[config.mk]
export PLATFORM = sky130hd
export DESIGN_NAME = packet_injector
export DESIGN_NICKNAME = d
export VERILOG_FILES = /design/src/rtl/packet_injector.sv
export SDC_FILE = /design/constraint.sdc
export NUM_CORES = 1
export LEC_CHECK = 0
export ABC_CLOCK_PERIOD_IN_PS = 11050
export BUFFER_PORTS_ARGS = -buffer_cell sky130_fd_sc_hd__buf_2
export CORE_MARGIN = 4
export CORE_UTILIZATION = 57
export DETAILED_ROUTE_END_ITERATION = 8
export PLACE_DENSITY_LB_ADDON = 0.2
export SKIP_CTS_REPAIR_TIMING = 1
export SYNTH_ARGS = -nofsm -noshare
export SYNTH_HDL_FRONTEND = slang
export SYNTH_SLANG_ARGS = --single-unit
[constraint.sdc]
create_clock -name clk -period 11.05 [get_ports clk]
set_input_delay 0.5525 -clock clk [delete_from_list [all_inputs] [get_ports clk]]
set_output_delay 0.5525 -clock clk [all_outputs]
set_load 0.02 [all_outputs]
[src/rtl/packet_injector.sv]
// Packet injection stage: buffers whole packets from a producer and serializes
// them flit-by-flit onto a router channel under credit-based flow control.
module packet_injector #(
  parameter int FLIT_WIDTH   = 32,
  parameter int PACKET_FLITS = 5,
  parameter int QUEUE_DEPTH  = 2,
  parameter int BUFFER_DEPTH = 4,
  parameter int COUNT_WIDTH  = 16
) (
  input  logic                               clk,
  input  logic                               reset,
  input  logic [FLIT_WIDTH*PACKET_FLITS-1:0] packet_din,
  input  logic                               packet_valid_din,
  output logic                               packet_ready_dout,
  output logic [FLIT_WIDTH-1:0]              channel_dout,
  output logic                               flit_valid_dout,
  input  logic                               credit_in_din,
  output logic                               busy_dout,
  output logic [COUNT_WIDTH-1:0]             packets_sent_dout,
  output logic                               credit_overflow_dout
);

  localparam int PKT_W = FLIT_WIDTH * PACKET_FLITS;
  localparam int PTR_W = (QUEUE_DEPTH > 1) ? $clog2(QUEUE_DEPTH) : 1;
  localparam int CNT_W = $clog2(QUEUE_DEPTH + 1);
  localparam int IDX_W = (PACKET_FLITS > 1) ? $clog2(PACKET_FLITS) : 1;
  localparam int CRD_W = $clog2(BUFFER_DEPTH + 1);

  localparam logic [IDX_W-1:0] LAST_IDX = IDX_W'(PACKET_FLITS - 1);
  localparam logic [CRD_W-1:0] MAX_CRD  = CRD_W'(BUFFER_DEPTH);
  localparam logic [CNT_W-1:0] FULL_CNT = CNT_W'(QUEUE_DEPTH);

  typedef enum logic {
    IDLE = 1'b0,
    SEND = 1'b1
  } state_e;

  // Handshake: a packet transfers on a rising edge when packet_valid_din and
  // packet_ready_dout are both high; ready depends only on registered state.

  logic [PKT_W-1:0]       mem_q [QUEUE_DEPTH];
  logic [PTR_W-1:0]       wr_ptr_q, wr_ptr_d;
  logic [PTR_W-1:0]       rd_ptr_q, rd_ptr_d;
  logic [CNT_W-1:0]       count_q, count_d;
  logic [IDX_W-1:0]       idx_q, idx_d;
  logic [CRD_W-1:0]       credits_q, credits_d;
  state_e                 state_q, state_d;
  logic [FLIT_WIDTH-1:0]  channel_q, channel_d;
  logic                   flit_valid_q, flit_valid_d;
  logic [COUNT_WIDTH-1:0] sent_q, sent_d;
  logic                   overflow_q, overflow_d;

  logic                   push;
  logic                   launch;
  logic                   last_launch;
  logic [PKT_W-1:0]       head_pkt;
  logic [FLIT_WIDTH-1:0]  head_flit;

  assign packet_ready_dout    = (count_q < FULL_CNT);
  assign busy_dout            = (count_q != '0) || (state_q == SEND);
  assign channel_dout         = channel_q;
  assign flit_valid_dout      = flit_valid_q;
  assign packets_sent_dout    = sent_q;
  assign credit_overflow_dout = overflow_q;

  assign head_pkt  = mem_q[rd_ptr_q];
  assign head_flit = head_pkt[int'(idx_q)*FLIT_WIDTH +: FLIT_WIDTH];

  always_comb begin
    push         = packet_valid_din && packet_ready_dout;
    // The head launches straight from IDLE so the header leaves one cycle
    // after acceptance; only an empty queue or no credit blocks a launch.
    launch       = (count_q != '0) && (credits_q != '0);
    last_launch  = launch && (idx_q == LAST_IDX);

    wr_ptr_d     = wr_ptr_q;
    rd_ptr_d     = rd_ptr_q;
    count_d      = count_q;
    idx_d        = idx_q;
    credits_d    = credits_q;
    state_d      = state_q;
    channel_d    = channel_q;
    flit_valid_d = launch;
    sent_d       = sent_q;
    overflow_d   = overflow_q;

    if (push) begin
      wr_ptr_d = wr_ptr_q + PTR_W'(1);
    end
    if (last_launch) begin
      rd_ptr_d = rd_ptr_q + PTR_W'(1);
      sent_d   = sent_q + COUNT_WIDTH'(1);
    end

    case ({push, last_launch})
      2'b10:   count_d = count_q + CNT_W'(1);
      2'b01:   count_d = count_q - CNT_W'(1);
      default: count_d = count_q;
    endcase

    if (launch) begin
      channel_d = head_flit;
      idx_d     = last_launch ? '0 : idx_q + IDX_W'(1);
    end

    // A return that finds the counter already full is a protocol error:
    // the counter saturates and the sticky flag records it.
    case ({launch, credit_in_din})
      2'b10: credits_d = credits_q - CRD_W'(1);
      2'b01: begin
        if (credits_q == MAX_CRD) begin
          overflow_d = 1'b1;
        end else begin
          credits_d = credits_q + CRD_W'(1);
        end
      end
      default: credits_d = credits_q;
    endcase

    case (state_q)
      IDLE: begin
        if (count_q != '0) begin
          state_d = SEND;
        end
      end
      SEND: begin
        if (last_launch && (count_d == '0)) begin
          state_d = IDLE;
        end
      end
      default: state_d = IDLE;
    endcase
  end

  always_ff @(posedge clk) begin
    if (push) begin
      mem_q[wr_ptr_q] <= packet_din;
    end
  end

  always_ff @(posedge clk or negedge reset) begin
    if (!reset) begin
      wr_ptr_q     <= '0;
      rd_ptr_q     <= '0;
      count_q      <= '0;
      idx_q        <= '0;
      credits_q    <= MAX_CRD;
      state_q      <= IDLE;
      channel_q    <= '0;
      flit_valid_q <= 1'b0;
      sent_q       <= '0;
      overflow_q   <= 1'b0;
    end else begin
      wr_ptr_q     <= wr_ptr_d;
      rd_ptr_q     <= rd_ptr_d;
      count_q      <= count_d;
      idx_q        <= idx_d;
      credits_q    <= credits_d;
      state_q      <= state_d;
      channel_q    <= channel_d;
      flit_valid_q <= flit_valid_d;
      sent_q       <= sent_d;
      overflow_q   <= overflow_d;
    end
  end

endmodule

### Word-level counts from Yosys, hierarchy flattened

Memory sizes are Yosys's and may differ from the RTL's.
Index checks and enable logic that the tools add are counted.

* flip-flop bits (word level): 61
* RAM bits: 320
* bits of input ports: 164
* output and inout port bits: 52
* word-level logic and storage cells: 49
* memories kept: 1

Memory list
* mem_q: depth 2, bits a word 160, rd ports 1, clocked after memory_dff 0, write ports 1, RTL line 41 `logic [PKT_W-1:0] mem_q [QUEUE_DEPTH];`

* add/sub/neg operators: 8
* magnitude comparators: 1
* eq/ne operators: 7
* shifts and indexed selects: 1
* muxes and demuxes: 9
* bitwise gates (word level): 1
* reductions and logical operators: 11

Operators with widths (count)
* 160-bit by 9-bit variable part select with 32-bit output: 1
* 16-bit by 1-bit adder with 16-bit output, second input constant: 1
* 3-bit by 1-bit adder with 3-bit output, second input constant: 2
* 3-bit == test, second input constant: 2
* 3-bit two-way mux: 2
* 3-bit case mux with 2 select lines: 1
* 2-bit by 1-bit == test with 1-bit output, second input constant: 2
* 2-bit == test, second input constant: 2
* 1-bit logical AND: 4
* 1-bit two-way mux: 4
* 2-bit case mux with 2 select lines: 1
* 2-bit AND reduction: 2
* 2-bit nonzero test: 2
* 3-bit nonzero test: 1
* 3-bit by 1-bit subtractor with 3-bit output, second input constant: 1
* 1-bit adder, second input constant: 2
* 2-bit by 1-bit adder with 2-bit output, second input constant: 1
* 2-bit zero test: 1
* 2-bit < comparator, second input constant: 1
* 2-bit inequality test, second input constant: 1
* 1-bit case mux with 2 select lines: 1
* 2-bit by 1-bit subtractor with 2-bit output, second input constant: 1
* 1-bit logical OR: 1
* 1-bit inverter: 1

### Depth between registers and ports, before layout

Gate-level depths: netlist of run 1.

* depth in word-level cells: 9
* gate-level depth with buffers: 11
* gate-level depth less buffers: 9

### Worst setup path after synthesis of run 1

No wires, ideal clock.

* path kind: register -> register
* start: register count_q[1]
* end: memory mem_q[0][0] (netlist bit), enable pin
* setup time: 0.682 ns
* arrival time: 7.400 ns
* data required time: 10.368 ns
* path slack: 2.968 ns
* cell stages (with the launch flop): 4
* path buffers: 0
* clock period less this slack: 8.082 ns
* cells stage by stage: dfrtp_1 -> inv_1 -> nand2_1 -> nor2_1

* cells in the longest elaborated chain, start to end: 4

Ends and longest elaborated chain
* start: declaration: RTL line 44 `logic [CNT_W-1:0] count_q, count_d;`
* start signal: assignment: RTL line 156 `count_q <= count_d;`
* 2-bit < comparator: RTL line 59 `assign packet_ready_dout = (count_q < FULL_CNT);`
* net packet_ready_dout: RTL line 14 `output logic packet_ready_dout,`
* 1-bit logical AND: RTL line 70 `push = packet_valid_din && packet_ready_dout;`
* 1-bit two-way mux: RTL line 136 `if (push) begin`
* 1-bit two-way mux (not written as such): RTL line 137 `mem_q[wr_ptr_q] <= packet_din;`
* end: declaration: RTL line 41

The timed path passes the listed nets, and every way through them passes these cells.

### Worst setup path in the final report of run 1

* start: register count_q[1]
* end: memory mem_q[0][84] (netlist bit), enable pin

* cells in the longest elaborated chain, start to end: 4

Ends and longest elaborated chain (RTL line)
* 2-bit < comparator: 59
* 1-bit logical AND: 70
* 1-bit two-way mux: 136
* 1-bit two-way mux (not written as such): 137

No other way between the ends.

==> flow_summary_export.csv, run 1 <==
group,metric,value,unit
sta,max_freq,0.294,GHz
power_and_ir_drop,irDropWorstVdd,0.186,mV
clock_tree,clock_latency,0.52,ns
floorplan,dieHeight,169,um
logic_synthesis,synth_nets,908,
min_path,worstHoldStart,"packet_din[115]",
logic_synthesis,yosysWarnings,0,
grt,globalRouteTotalUtil,20.9,%
logic_synthesis,synth_top_cell_area_share,65.1,%
clock_tree,clock-sinks,381,
logic_synthesis,syn_area_per_cell,20.0,um2
setup_path,crit_path_end_kind,"register",
outcome,status,"completed",
min_path,whs_endpoint,"mem_q[1][115]",
logic_synthesis,synth_top_area_cell,"edfxtp_1",
cells_and_area,layout-drive-gt1-share,39.1,%
logic_synthesis,syn_area,14800,um2
cells_and_area,final_net_count,1135,
min_path,hold_depth,1,
floorplan,io_pins,216,
grt,grt_pass1_vias,8135,
detailed_routing,route.met2.wl,15200,um
logic_synthesis,yosysMostFrequentCell,"edfxtp_1",
logic_synthesis,synth.top_cells.by_area,"edfxtp_1 65%, dfrtp_1 10%, mux4_2 9.8%, mux2_2 2.5%, mux2i_1 2.2%",
clock_tree,root_buffer,"clkbuf_16",
floorplan,start_util,58.2,%
min_path,hold_path.class,"input pin to register",
detailed_routing,drtIter0Drc,570,
sta,rsz0062_at_grt,"no",
detailed_routing,drc,0,
setup_path,r2r-start,"count_q[1]",
detailed_routing,vias,7616,
sta,tightest_slew,1.06,ns
flow_run,max_cap_violations,0,
sta,finalClockSkew,0.0157,ns
setup_path,critPathKind,"register to register",
detailed_routing,highest_layer,"met5",
setup_path,cp_max_fo,71,
placement,dp_hpwl,18100,um
sta,setup_tns,0,ns
grt,grt_pass1_wl,45700,um
sta,slew_headroom,29.6,%
setup_path,r2r-end,"mem_q[0][84]",
logic_synthesis,ys_seq_area_share,75.5,%
clock_tree,cts_buffer_depth,3,
detailed_routing,first_pass_iters,5,
clock_tree,htreeDepth,2,
clock_tree,cts_tree,"built",
sta,hold_viol_final,0,
setup_path,r2r_cells,5,
grt,overflow,0,
setup_path,rrSetupSlack,7.65,ns
placement,port_buffers,215,
sta,post-route-min-period,3.40,ns
sta,fin_crit_sh,30.8,%
grt,grt_max_degree,76,
grt,antenna_found_initial,4,
logic_synthesis,ys_async_sr_fraction,16.0,%
floorplan,core_area,25300,um2
cells_and_area,utilization,68.1,%
logic_synthesis,synth_edf_count,320,
setup_path,required,11.19,ns
placement,gp_congestion,0.780,
sta,finalMaxSlewViolations,0,
logic_synthesis,ys_ff_latch,381,
logic_synthesis,ys_types,40,
power_and_ir_drop,p_leak,6.27,nW
detailed_routing,wl_per_cell,22.3,um
cells_and_area,area_delta_synth_final,16.9,%
detailed_routing,wl,29600,um
clock_tree,clk_pin_slew,0.06,ns
setup_path,critPathLaunchType,"register",
detailed_routing,met1_length,12300,um
logic_synthesis,syn_inst,739,
logic_synthesis,yosys-top-cells-count,"320 x edfxtp_1, 64 x mux4_2, 60 x dfrtp_1",
detailed_routing,antenna_left,0,
detailed_routing,dr_wl_met3,1640,um
detailed_routing,routed_via_density,5.73,
setup_path,arrival,3.55,ns
sta,setup_viol,0,
power_and_ir_drop,p_per_area,271,nW/um2
floorplan,die_w,169,um
logic_synthesis,ys.flop_type,"edfxtp_1",
floorplan,rows,58,
clock_tree,cts_buffers,38,
floorplan,dieArea,28500,um2
[layout by cell type (no fill, tap or decap), drive strengths merged, types with 9 or more instances in the layout]
cell type  Yosys  routed
nand2         12      12
buf           32     226
mux4          64      64
clkinv         0      16
xnor2         18      18
dfrtp         60      60
inv            7       9
clkbuf         7      50
edfxtp       320     320
a21oi         36      36
o21a          33      33
mux2          33      33
mux2i         33      33
o21ai         37      37
[flip-flops by register name (all words and copies together) (netlist names)]
name / count
mem_q: 320
channel_dout: 32
packets_sent_dout: 16
credits_q: 3
idx_q: 3
count_q: 2
credit_overflow_dout: 1
flit_valid_dout: 1
rd_ptr_q: 1
state_q: 1
wr_ptr_q: 1
[area by class of cell]
class | instances | area (um2)
Fill cell | 1661 | 8080
Antenna cell | 2 | 5.00
Sequential cell | 381 | 11100
Clock inverter | 20 | 138
Timing Repair Buffer | 226 | 1160
Clock buffer | 50 | 1030
Tap cell | 330 | 413
Multi-Input combinational cell | 312 | 3340
Inverter | 7 | 26.3
[metal layers]
layer	GRT usage, %	vias up
li1	-	3438
met1	29.3	3916
met2	34.7	218
met3	3.81	40
met4	5.36	4
met5	0	-
[power by group]
group / internal, mW / switching, mW
clock: 0.681 / 0.510
sequential: 1.91 / 0.184
combinational: 0.630 / 0.771
total: 3.22 / 1.46
[how the worst max path moves through the flow]
stage / startpoint / end
finish: count_q[1] / mem_q[0][84]
global placement: packet_valid_din / mem_q[0][115]
floorplan: count_q[1] / mem_q[0][0]
global route: count_q[1] / mem_q[0][92]
CTS: count_q[1] / mem_q[0][31]
detailed placement: packet_valid_din / mem_q[0][115]
[metrics by stage]
| stage | area (um2) | std cells | setup WS, ns | power [mW] | hold slack (ns) |
|---|---|---|---|---|---|
| 6_report | 17300 | 1328 | 7.65 | 4.68 | 0.221 |
| 5_1_grt | 17300 | 1328 | 7.36 | 4.94 | 0.196 |
| 4_1_cts | 17200 | 1326 | 7.56 | 4.74 | 0.198 |
| 3_5_place_dp | 16100 | 1256 | 7.47 | 3.54 | 0.468 |
| 3_3_place_gp | 16100 | 1256 | 7.50 | 3.50 | 0.450 |
| 2_1_floorplan | 14800 | 739 | 2.97 | 3.21 | 0.257 |
[critical path: stages, from the launching register on]
cell,delay (ns)
dfrtp_1,0.42
inv_1,0.14
nand2_1,0.15
nor2_4,0.55
buf_4,0.83
buf_4,0.87
[kinds of logic after synthesis]
kind of cell | count (synthesis) | synth area share, %
compound gates | 112 | 4.55
xor+xnor | 21 | 1.25
fa+ha+maj | 5 | 0.475
buf+inv | 46 | 2.04
flops | 381 | 75.5
mux | 130 | 14.5
simple gates | 44 | 1.65
Note: power is estimated with default switching activity, not from simulation.
==> inputs of run 2 (changes only) <==
ABC_AREA = 1   (was default)
ABC_CLOCK_PERIOD_IN_PS = 3000   (was 11050)
CORE_UTILIZATION = 52   (was 57)
clock period = 3 ns   (was 11.05 ns; I/O delays follow)
==> run 2 against run 1 <==
Compared with the run above:
- the flow now finishes with violations (hold timing)
- flip-flop and latch count unchanged
- clock skew increased by 0.0021 ns
- area after synthesis increased by 8.0%
- combinational power increased to 4.6 times the previous value
- synthesized cell count increased by 100%
- worst setup slack got worse by 7.2 ns
- die area increased by 17%
- critical endpoint is now state_q
==> flow_summary_export.csv, run 2 <==
group,metric,value,unit
power_and_ir_drop,finalPower,19.1,mW
detailed_routing,routed_via_density,5.07,
placement,port_buffers,215,
power_and_ir_drop,p_switching,7.02,mW
power_and_ir_drop,combPwrFrac,33.6,%
logic_synthesis,ys_async_sr_fraction,16.0,%
power_and_ir_drop,swShare,36.7,%
cells_and_area,final_net_count,2021,
setup_path,crit_path_end_kind,"register",
cells_and_area,final_common_cell,"nand2_1",
logic_synthesis,ys_ff_latch,381,
sta,slew_headroom,39.5,%
setup_path,required,3.44,ns
logic_synthesis,yosysMostFrequentCell,"nand2_1",
placement,gp_congestion,0.822,
power_and_ir_drop,seqPwrFrac,39.7,%
setup_path,cp_max_fo,19,
grt,antenna_found_initial,2,
clock_tree,cts_tree,"built",
logic_synthesis,synth_nets,1649,
floorplan,die_w,183,um
logic_synthesis,yosys-top-cells-count,"458 x nand2_1, 320 x edfxtp_1, 213 x inv_1",
floorplan,core_area,30000,um2
flow_run,max_cap_violations,0,
detailed_routing,vias,11535,
cells_and_area,final_area,20400,um2
power_and_ir_drop,p_per_area,939,nW/um2
sta,fin_crit_sh,86.2,%
setup_path,arrival,3.03,ns
logic_synthesis,syn_area_per_cell,10.8,um2
clock_tree,cts_buffer_depth,3,
detailed_routing,wl_per_cell,17.6,um
sta,post-route-min-period,2.59,ns
logic_synthesis,synth_top_cell_area_share,60.3,%
floorplan,rows,63,
cells_and_area,layout-drive-gt1-share,16.9,%
power_and_ir_drop,power.internal,12.1,mW
clock_tree,clk_pin_slew,0.06,ns
sta,rsz0062_at_grt,"no",
grt,overflow,0,
sta,setup_viol,0,
grt,globalRouteTotalUtil,21.6,%
logic_synthesis,ys_seq_area_share,69.9,%
logic_synthesis,ys_types,30,
placement,dp_hpwl,23600,um
clock_tree,htreeDepth,2,
logic_synthesis,ys.flop_type,"edfxtp_1",
sta,hold_viol_final,1,
sta,finalClockSkew,0.0178,ns
power_and_ir_drop,irDropWorstVdd,0.649,mV
sta,hold_ws,-0.00705,ns
power_and_ir_drop,power_frac_clock,26.7,%
clock_tree,cts_buffers,41,
setup_path,worst_path_max_delay_cell,"dfrtp_2",
floorplan,dieHeight,183,um
grt,grt_pass1_wl,56900,um
placement,placed_area,17400,um2
floorplan,io_pins,216,
cells_and_area,area_delta_synth_final,28.0,%
logic_synthesis,synth_edf_count,320,
outcome,status,"finished, violations left",
logic_synthesis,syn_inst,1480,
logic_synthesis,yosysWarnings,0,
cells_and_area,largest_register,"mem_q",
setup_path,crit_top_cell,"inv_1",
logic_synthesis,synth.top_cells.by_area,"edfxtp_1 60%, nand2_1 11%, dfrtp_1 9.4%, nand3_1 6.4%, inv_1 5.0%",
detailed_routing,drtIter0Drc,931,
power_and_ir_drop,p_leak,9.05,nW
clock_tree,clock_latency,0.54,ns
floorplan,dieArea,33500,um2
logic_synthesis,syn_area,15900,um2
detailed_routing,wl,39900,um
detailed_routing,first_pass_iters,5,
sta,max_freq,0.387,GHz
sta,tightest_slew,0.905,ns
clock_tree,clock-sinks,381,
sta,finalMaxSlewViolations,0,
setup_path,critPathLaunchType,"register",
clock_tree,root_buffer,"clkbuf_16",
cells_and_area,layout_common_cells,"457 x nand2_1, 320 x edfxtp_1, 215 x buf_2, 211 x inv_1, 203 x nand3_1",
setup_path,crit_path_max_incr_delay,0.68,ns
detailed_routing,drc,0,
cells_and_area,largest_reg_flops,320,
grt,grt_max_degree,70,
min_path,hold_path.class,"input pin to register",
detailed_routing,antenna_left,0,
grt,grt_pass1_vias,10314,
outcome,violations,"hold timing",
setup_path,critPathKind,"register to register",
setup_path,path_cells,"clkinv_1, ha_1, nand2_1, inv_1, nand3_4, inv_1, ha_1, or2_2, nand2_1, xor2_1, inv_1, a21oi_1",
logic_synthesis,synth_top_area_cell,"edfxtp_1",
floorplan,start_util,53.2,%
run 2: cell count changes after synthesis, moves of 28 or more:
cell	before	now
o21a_1	33	0
mux2_2	33	0
nor2_1	6	45
nand3_1	7	203
mux4_2	64	0
o21ai_1	32	0
a21oi_1	36	66
nand2_1	12	458
mux2i_1	33	0
buf_2	13	41
inv_1	5	213
run 2: worst max-delay path: cells and delay by family, from the launching register on:
kind                     cells  cell delay (ns)
AO/OA/AOI/OAI                1             0.14
XOR/XNOR                     1             0.19
adder cells (fa/ha/maj)      2             0.43
buffers and inverters        4             0.45
flip-flops                   1             0.68
AND/OR/NAND/NOR              4             0.61
run 2: metal layers:
metal	global-route usage, %	up-vias	share of wire, %
met1	31.9	5497	43
met5	0	-	0
met2	34.0	413	49
met3	3.59	45	6.9
li1	-	5580	-
met4	5.13	0	1.5
run 2: final timing paths:
path / startpoint / end / slack, ns / depth (start not counted)
max: idx_q[1] / state_q / 0.41 / 12
min: credit_in_din / credit_overflow_dout / -0.007 / 3
max reg2reg: idx_q[1] / state_q / 0.41 / 12
min reg2reg: credit_overflow_dout / credit_overflow_dout / 0.49 / 1
max in group asynchronous: reset / credits_q[2] / 1.97 / 3
min in group asynchronous: reset / channel_dout[16] / 0.21 / 2
run 2: metrics by stage:
| step | setup TNS (ns) | util (%) | hold slack (ns) | worst slack, ns | std cells |
|---|---|---|---|---|---|
| 2_1_floorplan | -119.45 | - | -0.146 | -0.382 | 1480 |
| 3_3_place_gp | 0 | 58.0 | 0.239 | 0.508 | 2037 |
| 3_5_place_dp | 0 | 58.0 | 0.247 | 0.428 | 2037 |
| 4_1_cts | 0 | 62.6 | -0.309 | 0.393 | 2109 |
| 5_1_grt | 0 | 68.0 | 0.00573 | 0.223 | 2273 |
| 6_report | 0 | 68.1 | -0.00705 | 0.414 | 2274 |
run 2: area by class of cell:
cell class | instances | area [um2]
Clock buffer | 51 | 1140
Fill cell | 2211 | 9570
Tap cell | 390 | 488
Clock inverter | 21 | 235
Sequential cell | 381 | 11100
Inverter | 218 | 823
Timing Repair Buffer | 398 | 2940
Multi-Input combinational cell | 812 | 3610
Antenna cell | 3 | 7.51
run 2: logic make-up (layout without fill, tap and decap cells):
logic type,Yosys count,count (layout),share of synthesized area (%)
buffers and inverters,287,688,7.60
AO/OA/AOI/OAI,71,71,2.25
flip-flops,381,381,69.9
adder cells (fa/ha/maj),5,5,0.440
XOR/XNOR,17,17,0.935
AND/OR/NAND/NOR,719,719,18.9
other,0,3,0
run 2: power by group through the flow:
| stage | Sequential [mW] | Combinational, mW | Clock, mW |
|---|---|---|---|
| final | 7.60 | 6.44 | 5.10 |
| after global routing | 7.71 | 7.13 | 5.41 |
| after CTS | 7.60 | 6.26 | 5.17 |
| after detailed placement | 7.70 | 6.22 | 0 |
| after global placement | 7.67 | 6.11 | 0 |
| after floorplan | 7.78 | 4.15 | 0 |
